<file path="src/rtl/simd_mac_acc_pkg.sv">
// Shared types and helpers for the SIMD multiply-accumulate slice:
// lane-mode encodings, the per-beat config record and lane geometry functions.
package simd_mac_pkg;

    typedef enum logic [1:0] {
        MODE_FULL    = 2'd0,
        MODE_HALF    = 2'd1,
        MODE_QUARTER = 2'd2,
        MODE_RSVD    = 2'd3
    } mode_e;

    typedef struct packed {
        mode_e mode;
        logic  aSign;
        logic  bSign;
    } cfg_t;

    localparam cfg_t CFG_RESET = '{mode: MODE_FULL, aSign: 1'b0, bSign: 1'b0};

    function automatic int unsigned lanes(input mode_e mode);
        case (mode)
            MODE_HALF:    return 2;
            MODE_QUARTER: return 4;
            default:      return 1;
        endcase
    endfunction

    function automatic int unsigned laneWidth(input int unsigned dataW, input mode_e mode);
        return dataW / lanes(mode);
    endfunction

    // The reserved encoding behaves exactly like a single full-width lane.
    function automatic mode_e normMode(input logic [1:0] m);
        return (m == 2'd3) ? MODE_FULL : mode_e'(m);
    endfunction

endpackage

</file>
<file path="src/rtl/simd_mac_acc_if.sv">
// Beat/result bundle between the operand registers and the MAC slice.
interface simd_mac_acc_if #(
    parameter int DATA_W = 8
);
    logic                  in_valid;
    logic                  in_first;
    logic                  in_last;
    logic [1:0]            mode;
    logic                  a_sign;
    logic                  b_sign;
    logic [DATA_W-1:0]     A;
    logic [DATA_W-1:0]     B;
    logic                  out_valid;
    logic [4*DATA_W-1:0]   out_acc;
    logic [3:0]            out_ovf;

    modport master (
        output in_valid, in_first, in_last, mode, a_sign, b_sign, A, B,
        input  out_valid, out_acc, out_ovf
    );

    modport slave (
        input  in_valid, in_first, in_last, mode, a_sign, b_sign, A, B,
        output out_valid, out_acc, out_ovf
    );
endinterface

</file>
<file path="src/rtl/simd_mac_acc_part_mult.sv">
// Combinational partitioned multiplier: 1, 2 or 4 independent lanes packed into
// a 2*DATA_W product word, lane k occupying bits [k*2*LW +: 2*LW].
module simd_part_mult
    import simd_mac_pkg::*;
#(
    parameter int DATA_W = 8
) (
    input  logic [DATA_W-1:0]   i_a,
    input  logic [DATA_W-1:0]   i_b,
    input  mode_e               i_mode,
    input  logic                i_aSign,
    input  logic                i_bSign,
    output logic [2*DATA_W-1:0] o_prod
);

    // Each partition only combines bits of its own lane; operands are extended
    // to the product width so the low 2*LW bits are the exact lane product.
    for (genvar g = 0; g < 3; g++) begin : g_part
        localparam int NL = int'(lanes(mode_e'(g)));
        localparam int LW = int'(laneWidth(DATA_W, mode_e'(g)));
        logic [2*DATA_W-1:0] w_prod;

        for (genvar k = 0; k < NL; k++) begin : g_lane
            logic            w_aSignBit;
            logic            w_bSignBit;
            logic [2*LW-1:0] w_aExt;
            logic [2*LW-1:0] w_bExt;

            assign w_aSignBit = i_aSign & i_a[(k+1)*LW-1];
            assign w_bSignBit = i_bSign & i_b[(k+1)*LW-1];
            assign w_aExt     = {{LW{w_aSignBit}}, i_a[k*LW +: LW]};
            assign w_bExt     = {{LW{w_bSignBit}}, i_b[k*LW +: LW]};
            assign w_prod[k*2*LW +: 2*LW] = w_aExt * w_bExt;
        end
    end

    always_comb begin
        o_prod = g_part[0].w_prod;
        case (i_mode)
            MODE_HALF:    o_prod = g_part[1].w_prod;
            MODE_QUARTER: o_prod = g_part[2].w_prod;
            default:      o_prod = g_part[0].w_prod;
        endcase
    end

endmodule

</file>
<file path="src/rtl/simd_mac_acc.sv">
// Three-stage SIMD multiply-accumulate: operand capture, lane products, then
// lane-segmented accumulation with sticky overflow and first/last framing.
module simd_mac_acc
    import simd_mac_pkg::*;
#(
    parameter int DATA_W = 8
) (
    input  logic           clk,
    input  logic           reset,
    simd_mac_acc_if.slave  bus
);

    localparam int ACC_W = 4 * DATA_W;

    logic                  r_s0Valid, r_s0First, r_s0Last;
    cfg_t                  r_s0Cfg;
    logic [DATA_W-1:0]     r_s0A, r_s0B;
    logic                  r_s1Valid, r_s1First, r_s1Last;
    cfg_t                  r_s1Cfg;
    logic [2*DATA_W-1:0]   r_s1Prod;
    logic [ACC_W-1:0]      r_acc;
    logic [3:0]            r_ovf;
    logic                  r_outValid;
    cfg_t                  w_beatCfg;
    logic [2*DATA_W-1:0]   w_prod;
    logic                  w_signedOp;
    logic [ACC_W-1:0]      w_nextAcc;
    logic [3:0]            w_newOvf;

    // The stage-0 config register doubles as the config latch: it only
    // changes on accepted beats and only picks up new settings on in_first.
    always_comb begin
        w_beatCfg = r_s0Cfg;
        if (bus.in_first) begin
            w_beatCfg = '{mode: normMode(bus.mode), aSign: bus.a_sign, bSign: bus.b_sign};
        end
    end

    always_ff @(posedge clk) begin
        if (reset) begin
            r_s0Valid <= 1'b0;
            r_s0First <= 1'b0;
            r_s0Last  <= 1'b0;
            r_s0Cfg   <= CFG_RESET;
            r_s0A     <= '0;
            r_s0B     <= '0;
        end else begin
            r_s0Valid <= bus.in_valid;
            if (bus.in_valid) begin
                r_s0First <= bus.in_first;
                r_s0Last  <= bus.in_last;
                r_s0Cfg   <= w_beatCfg;
                r_s0A     <= bus.A;
                r_s0B     <= bus.B;
            end
        end
    end

    simd_part_mult #(.DATA_W(DATA_W)) u_mult (
        .i_a     (r_s0A),
        .i_b     (r_s0B),
        .i_mode  (r_s0Cfg.mode),
        .i_aSign (r_s0Cfg.aSign),
        .i_bSign (r_s0Cfg.bSign),
        .o_prod  (w_prod)
    );

    always_ff @(posedge clk) begin
        if (reset) begin
            r_s1Valid <= 1'b0;
            r_s1First <= 1'b0;
            r_s1Last  <= 1'b0;
            r_s1Cfg   <= CFG_RESET;
            r_s1Prod  <= '0;
        end else begin
            r_s1Valid <= r_s0Valid;
            if (r_s0Valid) begin
                r_s1First <= r_s0First;
                r_s1Last  <= r_s0Last;
                r_s1Cfg   <= r_s0Cfg;
                r_s1Prod  <= w_prod;
            end
        end
    end

    assign w_signedOp = r_s1Cfg.aSign | r_s1Cfg.bSign;

    // One adder bank per partition; carries never cross a lane boundary.
    for (genvar g = 0; g < 3; g++) begin : g_add
        localparam int NL = int'(lanes(mode_e'(g)));
        localparam int PW = 2 * DATA_W / NL;
        localparam int AW = ACC_W / NL;
        logic [ACC_W-1:0] w_sum;
        logic [3:0]       w_ovf;

        for (genvar k = 0; k < NL; k++) begin : g_lane
            logic          w_prodSign;
            logic [AW-1:0] w_prodExt;
            logic [AW-1:0] w_addend;
            logic [AW:0]   w_raw;

            assign w_prodSign = w_signedOp & r_s1Prod[k*PW + PW - 1];
            assign w_prodExt  = {{(AW-PW){w_prodSign}}, r_s1Prod[k*PW +: PW]};
            assign w_addend   = r_s1First ? '0 : r_acc[k*AW +: AW];
            assign w_raw      = {1'b0, w_addend} + {1'b0, w_prodExt};
            assign w_sum[k*AW +: AW] = w_raw[AW-1:0];
            assign w_ovf[k] = w_signedOp
                ? ((w_addend[AW-1] == w_prodExt[AW-1]) && (w_raw[AW-1] != w_addend[AW-1]))
                : w_raw[AW];
        end

        for (genvar k = NL; k < 4; k++) begin : g_unused
            assign w_ovf[k] = 1'b0;
        end
    end

    always_comb begin
        w_nextAcc = g_add[0].w_sum;
        w_newOvf  = g_add[0].w_ovf;
        case (r_s1Cfg.mode)
            MODE_HALF: begin
                w_nextAcc = g_add[1].w_sum;
                w_newOvf  = g_add[1].w_ovf;
            end
            MODE_QUARTER: begin
                w_nextAcc = g_add[2].w_sum;
                w_newOvf  = g_add[2].w_ovf;
            end
            default: begin
                w_nextAcc = g_add[0].w_sum;
                w_newOvf  = g_add[0].w_ovf;
            end
        endcase
    end

    always_ff @(posedge clk) begin
        if (reset) begin
            r_acc      <= '0;
            r_ovf      <= '0;
            r_outValid <= 1'b0;
        end else begin
            r_outValid <= r_s1Valid & r_s1Last;
            if (r_s1Valid) begin
                r_acc <= w_nextAcc;
                r_ovf <= r_s1First ? w_newOvf : (r_ovf | w_newOvf);
            end
        end
    end

    assign bus.out_valid = r_outValid;
    assign bus.out_acc   = r_acc;
    assign bus.out_ovf   = r_ovf;

endmodule

</file>
<file path="src/flat_wrapper.sv">
// flat-port wrapper written by rule: the top's interface ports become plain ports
module simd_mac_acc_flat import simd_mac_pkg::*;
#(
    parameter int DATA_W = 8
)
  (clk, reset, bus_in_valid, bus_in_first, bus_in_last, bus_mode, bus_a_sign, bus_b_sign, bus_A, bus_B, bus_out_valid, bus_out_acc, bus_out_ovf);
  simd_mac_acc_if #(.DATA_W(DATA_W)) bus_i ();
  input  logic clk;
  input  logic reset;
  input wire logic [$bits(bus_i.in_valid)-1:0] bus_in_valid;
  input wire logic [$bits(bus_i.in_first)-1:0] bus_in_first;
  input wire logic [$bits(bus_i.in_last)-1:0] bus_in_last;
  input wire logic [$bits(bus_i.mode)-1:0] bus_mode;
  input wire logic [$bits(bus_i.a_sign)-1:0] bus_a_sign;
  input wire logic [$bits(bus_i.b_sign)-1:0] bus_b_sign;
  input wire logic [$bits(bus_i.A)-1:0] bus_A;
  input wire logic [$bits(bus_i.B)-1:0] bus_B;
  output wire logic [$bits(bus_i.out_valid)-1:0] bus_out_valid;
  output wire logic [$bits(bus_i.out_acc)-1:0] bus_out_acc;
  output wire logic [$bits(bus_i.out_ovf)-1:0] bus_out_ovf;
  assign bus_i.in_valid = bus_in_valid;
  assign bus_i.in_first = bus_in_first;
  assign bus_i.in_last = bus_in_last;
  assign bus_i.mode = bus_mode;
  assign bus_i.a_sign = bus_a_sign;
  assign bus_i.b_sign = bus_b_sign;
  assign bus_i.A = bus_A;
  assign bus_i.B = bus_B;
  assign bus_out_valid = bus_i.out_valid;
  assign bus_out_acc = bus_i.out_acc;
  assign bus_out_ovf = bus_i.out_ovf;
  simd_mac_acc #(.DATA_W(DATA_W)) u_core (.clk(clk), .reset(reset), .bus(bus_i));
endmodule
</file>
<file path="config.mk">
export PLATFORM = sky130hd
export DESIGN_NAME = simd_mac_acc_flat
export DESIGN_NICKNAME = d
export VERILOG_FILES = /design/src/rtl/simd_mac_acc_pkg.sv /design/src/rtl/simd_mac_acc_if.sv /design/src/rtl/simd_mac_acc_part_mult.sv /design/src/rtl/simd_mac_acc.sv /design/src/flat_wrapper.sv
export SDC_FILE = /design/constraint.sdc
export NUM_CORES = 1
export LEC_CHECK = 0
export CORE_UTILIZATION = 57
export CTS_CLUSTER_DIAMETER = 40
export DETAILED_ROUTE_END_ITERATION = 8
export PLACE_DENSITY = 0.9
export SLEW_MARGIN = 5
export SYNTH_ARGS = -nofsm -noshare
export SYNTH_HDL_FRONTEND = slang
export SYNTH_SLANG_ARGS = --single-unit
</file>
<file path="constraint.sdc">
create_clock -name clk -period 5.55 [get_ports clk]
set_input_delay 0.8325 -clock clk [delete_from_list [all_inputs] [get_ports clk]]
set_output_delay 0.8325 -clock clk [all_outputs]
set_load 0.01 [all_outputs]
</file>
# [Word-level counts from Yosys, hierarchy flattened]
# Cells that the tools add are included.
[totals] ramBits=0 output_inout_bits=37 mem_count=0 inputBits=25 ff_bits=83 latchBits=0 elab_cells=93 mem_bits_ro=0
[op_classes] div_mod_pow=0 bitwise=15 mul=7 shifts=0 n_addsub=7 n_reduce_logical=8 mux=19 magnitude_cmp=0 eq_ne=19
[op_table] op="32-bit case mux with 2 select lines" count=1
[op_table] op="8-bit by 8-bit adder with 9-bit output" count=4
[op_table] op="16-bit by 16-bit adder with 17-bit output" count=2
[op_table] op="32-bit by 32-bit adder with 33-bit output" count=1
[op_table] op="16-bit 2-to-1 mux" count=2
[op_table] op="32-bit 2-to-1 mux" count=1
[op_table] op="8-bit 2-to-1 mux" count=4
[op_table] op="16-bit case mux with 2 select lines" count=1
[op_table] op="3-bit by 3-bit multiplier with 4-bit output" count=4
[op_table] op="5-bit by 5-bit multiplier with 8-bit output" count=2
[op_table] op="9-bit by 9-bit multiplier with 16-bit output" count=1
[op_table] op="1-bit AND" count=13
[op_table] op="4-bit case mux with 2 select lines" count=1
[op_table] op="1-bit equality test" count=7
[op_table] op="1-bit logical AND" count=7
[op_table] op="1-bit 2-to-1 mux" count=7
[op_table] op="1-bit inequality test" count=7
[op_table] op="2-bit equality test, second input constant" count=3
[op_table] op="2-bit by 1-bit equality test with 1-bit output, second input constant" count=2
[op_table] op="4-bit 2-to-1 mux" count=1
[op_table] op="4-bit bitwise OR" count=1
[op_table] op="2-bit 2-to-1 mux" count=1
[op_table] op="2-bit AND reduction" count=1
[op_table] op="1-bit bitwise OR" count=1

# [Depth between registers and ports, before layout]
[depth] ltp_word=9 depth_mapped=22

# [Hierarchy]
# From an unflattened synthesis, not the netlist that was laid out.
[hier_totals] cells_unflattened=1407 area_unflattened_um2=11499.8
[modules_own_cells] module="simd_mac_acc" instances=1 area_per_inst_um2=6999.2 cells_per_inst=897 seq_area_each_um2=1661.6
[modules_own_cells] module="simd_part_mult" instances=1 area_per_inst_um2=4500.6 cells_per_inst=510 seq_area_each_um2=0.0

# [Least setup slack after synthesis]
# Ideal clock, no wire load.
[synth_path] path_type="flip-flop to flip-flop" start="register u_core.r_s0B[7]" end="register u_core.r_s1Prod[15]" synth_period_minus_slack_ns=5.217 arrival_ns=5.101 setup_slack_ns=0.333 t_required_ns=5.434 path_stages_with_launch=20 path_cell_list="dfxtp_1 buf_2 nand2_2 or2_2 fa_1 fa_1 inv_1 fa_1 fa_1 inv_1 fa_1 inv_1 ha_1 o21ai_1 a21oi_1 o21ai_1 a21oi_1 a31o_2 or3b_1 a41o_1"
[synth_via] elab_chain_len=3 elab_cells_between_ends=5 cone_classes="mul (3); mux (1); bitwise (1)"
[synth_rtl] item="from (decl)" line="simd_mac_acc.sv:17" text="logic [DATA_W-1:0] r_s0A, r_s0B;"
[synth_rtl] item="from (signal assigned)" line="simd_mac_acc.sv:54" text="r_s0B <= bus.B;"
[synth_rtl] item="1-bit AND" line="simd_mac_acc_part_mult.sv:30" text="assign w_bSignBit = i_bSign & i_b[(k+1)*LW-1];"
[synth_rtl] item="9-bit by 9-bit multiplier with 16-bit output, or another cell as far along" line="simd_mac_acc_part_mult.sv:33" text="assign w_prod[k*2*LW +: 2*LW] = w_aExt * w_bExt;"
[synth_rtl] item="16-bit case mux with 2 select lines *" line="simd_mac_acc_part_mult.sv:39" text="case (i_mode)"
[synth_rtl] item="to (signal assigned)" line="simd_mac_acc.sv:81" text="r_s1Prod <= w_prod;"
[synth_rtl] item="to (decl)" line="simd_mac_acc.sv:20" text="logic [2*DATA_W-1:0] r_s1Prod;"
# Mark *: on every way between the ends. The rest lies on a longest branch, timed or not.
# A chain may end at the register's enable or synchronous reset.

# [Final worst setup path]
# Ends and elaborated chain as after synthesis.

==> impl_results.md <==
* Grt ovf at 0
* Fin. max-slew vios at 0
* Routed Antenna Nets at 0
* CP peak stage delay at 0.55 ns
* Crit path cell chain: nand2_2, buf_4, or2_2, fa_1, fa_1, inv_1, fa_1, inv_1, fa_1, inv_1, ha_1, ha_1, or3_1, o21ai_0, a21oi_1, a31o_2, or3b_1, a41o_1
* Post-CTS setup buffer count at 0
* GRT Total Usage at 33.1%
* Synth top cells by count: inv_1, nor2_1, ha_1
* Skew-Pair Late Insertion Delay at 0.35 ns
* H-tree Lvls at 3
* Reg2Reg Depth at 18
* Crit Path Class: reg -> reg
* Largest net degree at the start of global routing at 59
* Layout area overhead at 9.64%
* Flop-to-flop setup slack at 0.30 ns
* Worst VDD drop at 0.148 mV
* EDFF count, synth at 0
* Sequential area share after synthesis at 14.3%
* Cell Area, Synth at 11600 sq um
* RSZ-0062 raised after global routing: no
* ANT cells at 0
* Final setup fails at 0
* Drt first-iter violations at 872
* Die width at 145 um
* Die extent in y at 145 um
* Status: finished clean
* Nets at 1685
* TritonRoute pass-1 iters at 5
* CTS tree: done
* WL final at 32800 um
* DR WL/cell at 19.2 um
* Worst-path maximum fanout at 9
* DP Cell Count at 1694
* Synth area leader: fa_1
* Worst setup SP type: flip-flop
* Hold WC Path Type: reg -> reg
* Antenna violations before repair at 0
* Library cells used by synthesis at 88
* Hold Crit Endpoint: u_core.bus.out_acc[3]$_SDFFE_PP0P_
* Slowest cell on the critical path: fa_1
* Clk root buf: clkbuf_16
* Design Area, Final at 12700 sq um
* Yosys top cell area share at 16.2%
* Num CTS Buffers at 9
* Non-Filler Instances at 1709
* Required @ worst endpoint at 5.78 ns
* Hold path start: u_core.bus.out_acc[3]$_SDFFE_PP0P_
* Post-Syn Area per Cell at 8.17 sq um
* Setup TNS at 0 ns
* HPWL Detailed at 25000 um
* Pwr dens at 133 nW/um^2
* Share of cells above drive strength 1 at 5.47%
* Core Region at 19700 sq um
* Top FF cell, synth: dfxtp_1
* Cells after Synth at 1417
* Initial Util at 58.7%
* Hold path depth at 2
* DIE AREA at 20900 sq um
* Vias per inst at 6.25
* Top-count cell post-synth: inv_1
* Placement Cell Area at 12400 sq um
* Max-Cap Viols at 0
* First-pass GRT wire length at 53300 um
* Placer's final routability congestion estimate at 1.02
* CTS Sinks at 83
* Worst setup margin at 0.303 ns
* Row cnt at 51
* FF-to-FF Start: u_core.r_s0B[7]$_SDFFE_PP0P_
* #FFs+latches synth at 83
* CP endpoint kind: flip-flop
* Via count at 10676
* Reg2reg end: u_core.r_s1Prod[15]$_SDFFE_PP0P_
* Util after Layout at 64.4%
* Largest cells by area after synthesis: fa_1, dfxtp_1, ha_1
* Syn nets at 1662
* Most Frequent Cell on Critical Path: fa_1
* Vias in the first global route at 10645
* Fraction of registers with async set or reset after synthesis at 0%
* Pre-CTS WS at 0.281 ns
* Final hold violations at 0
* Post-layout min period at 5.25 ns
* Clock Path Buffers at 2
* Buffers on Ports at 61
* P_leak at 6.20 nW
* Layout Skew at 0.0130 ns
* Worst-path clk slew at 0.06 ns
* Slew margin rel. at 23.7%
* Ys Warns at 0
* Arrival time worst endpoint at 5.48 ns
* Measured slew at the worst slew-check pin at 1.14 ns
* Fmax at 191 MHz
* IO Pins at 62
* Drt drc at 0
* Fin crit share at 94.5%
==> critical path: cells and delay by family, from the launching register on <==
kind / cells / cell delay [ns]
fa+ha+maj: 6 / 2.73
compound gates: 4 / 0.63
buf+inv: 4 / 0.34
flops: 1 / 0.35
simple gates: 4 / 1.08
==> flip-flops by register name, indices dropped and copies added, names as in the netlist, 4 cells and up <==
signal	count
u_core.bus.out_acc	32
u_core.r_s1Cfg	4
u_core.r_s0Cfg	4
u_core.bus.out_ovf	4
u_core.r_s0B	8
u_core.r_s0A	8
u_core.r_s1Prod	16
==> worst max path at each step <==
| stage | from | end | slack, ns | cells after the start |
|---|---|---|---|---|
| after floorplan | u_core.r_s0B[7]$_SDFFE_PP0P_ | u_core.r_s1Prod[15]$_SDFFE_PP0P_ | 0.33 | 19 |
| after global placement | u_core.r_s0A[7]$_SDFFE_PP0P_ | u_core.r_s1Prod[14]$_SDFFE_PP0P_ | 0.42 | 17 |
| after detailed placement | u_core.r_s0A[7]$_SDFFE_PP0P_ | u_core.r_s1Prod[14]$_SDFFE_PP0P_ | 0.28 | 17 |
| after CTS | u_core.r_s0B[2]$_SDFFE_PP0P_ | u_core.r_s1Prod[15]$_SDFFE_PP0P_ | 0.25 | 21 |
| after global routing | u_core.r_s0A[4]$_SDFFE_PP0P_ | u_core.r_s1Prod[14]$_SDFFE_PP0P_ | 0.02 | 17 |
| final | u_core.r_s0B[7]$_SDFFE_PP0P_ | u_core.r_s1Prod[15]$_SDFFE_PP0P_ | 0.30 | 18 |
==> per-stage QoR <==
step           total power [mW]  hold slack [ns]
3_5_place_dp               1.06            0.472
6_report                   1.69            0.479
4_1_cts                    1.69            0.481
2_1_floorplan             0.938            0.449
3_3_place_gp               1.05            0.461
5_1_grt                    1.76            0.513
==> metal layers <==
| metal | global-route usage (%) | routed length (um) | share of wire (%) |
|---|---|---|---|
| met1 | 41.0 | 13200 | 40 |
| met2 | 55.5 | 15400 | 47 |
| met3 | 6.13 | 2780 | 8.5 |
| met4 | 15.4 | 1430 | 4.4 |
| met5 | 0 | 0 | 0 |
==> cell type report <==
type,count,area [sq um]
Fill cell,1629,7020
Sequential cell,83,1670
Timing Repair Buffer,80,748
Multi-Input combinational cell,1127,9140
Tap cell,265,332
Clock inverter,2,35.0
Clock buffer,13,260
Inverter,139,522
==> cell families (layout without fill, tap and decap cells) <==
| logic type | count (synthesis) | after routing | share of synthesized area (%) |
|---|---|---|---|
| buffers and inverters | 207 | 234 | 6.77 |
| AO/OA/AOI/OAI | 332 | 332 | 20.1 |
| XOR/XNOR | 93 | 93 | 7.03 |
| flip-flops | 83 | 83 | 14.3 |
| adder cells (fa/ha/maj) | 220 | 220 | 29.9 |
| AND/OR/NAND/NOR | 450 | 450 | 19.1 |
| multiplexers | 32 | 32 | 2.78 |
==> power by group <==
part | switching [mW] | internal, mW | leakage [nW]
clock | 0.259 | 0.371 | 0.146
sequential | 0.0380 | 0.621 | 0.679
combinational | 0.234 | 0.170 | 5.37
total | 0.531 | 1.16 | 6.20
==> placed cells by master (no fill, tap or decap), types with 12 or more instances in the layout <==
cell               n
nand2_1          103
nor3_1            27
ha_1             126
mux2i_1           31
dfxtp_1           80
xor2_1            33
xnor2_1           60
a211oi_1          15
and2_1            41
nor2b_1           42
o21ai_0           51
fa_1              94
and3_1            13
a21oi_1           85
inv_1            139
nand3_1           26
a22oi_1           14
nor2_1           134
or3_1             12
a21o_1            37
buf_4             19
clkdlybuf4s50_1   60
==> timing repair <==
action | CTS | global route
hold buffers | 0 | 0
gates resized for setup | 0 | 2
endpoints found under the setup margin | 0 | 2
No activity file was read; power rests on OpenSTA's default activity.
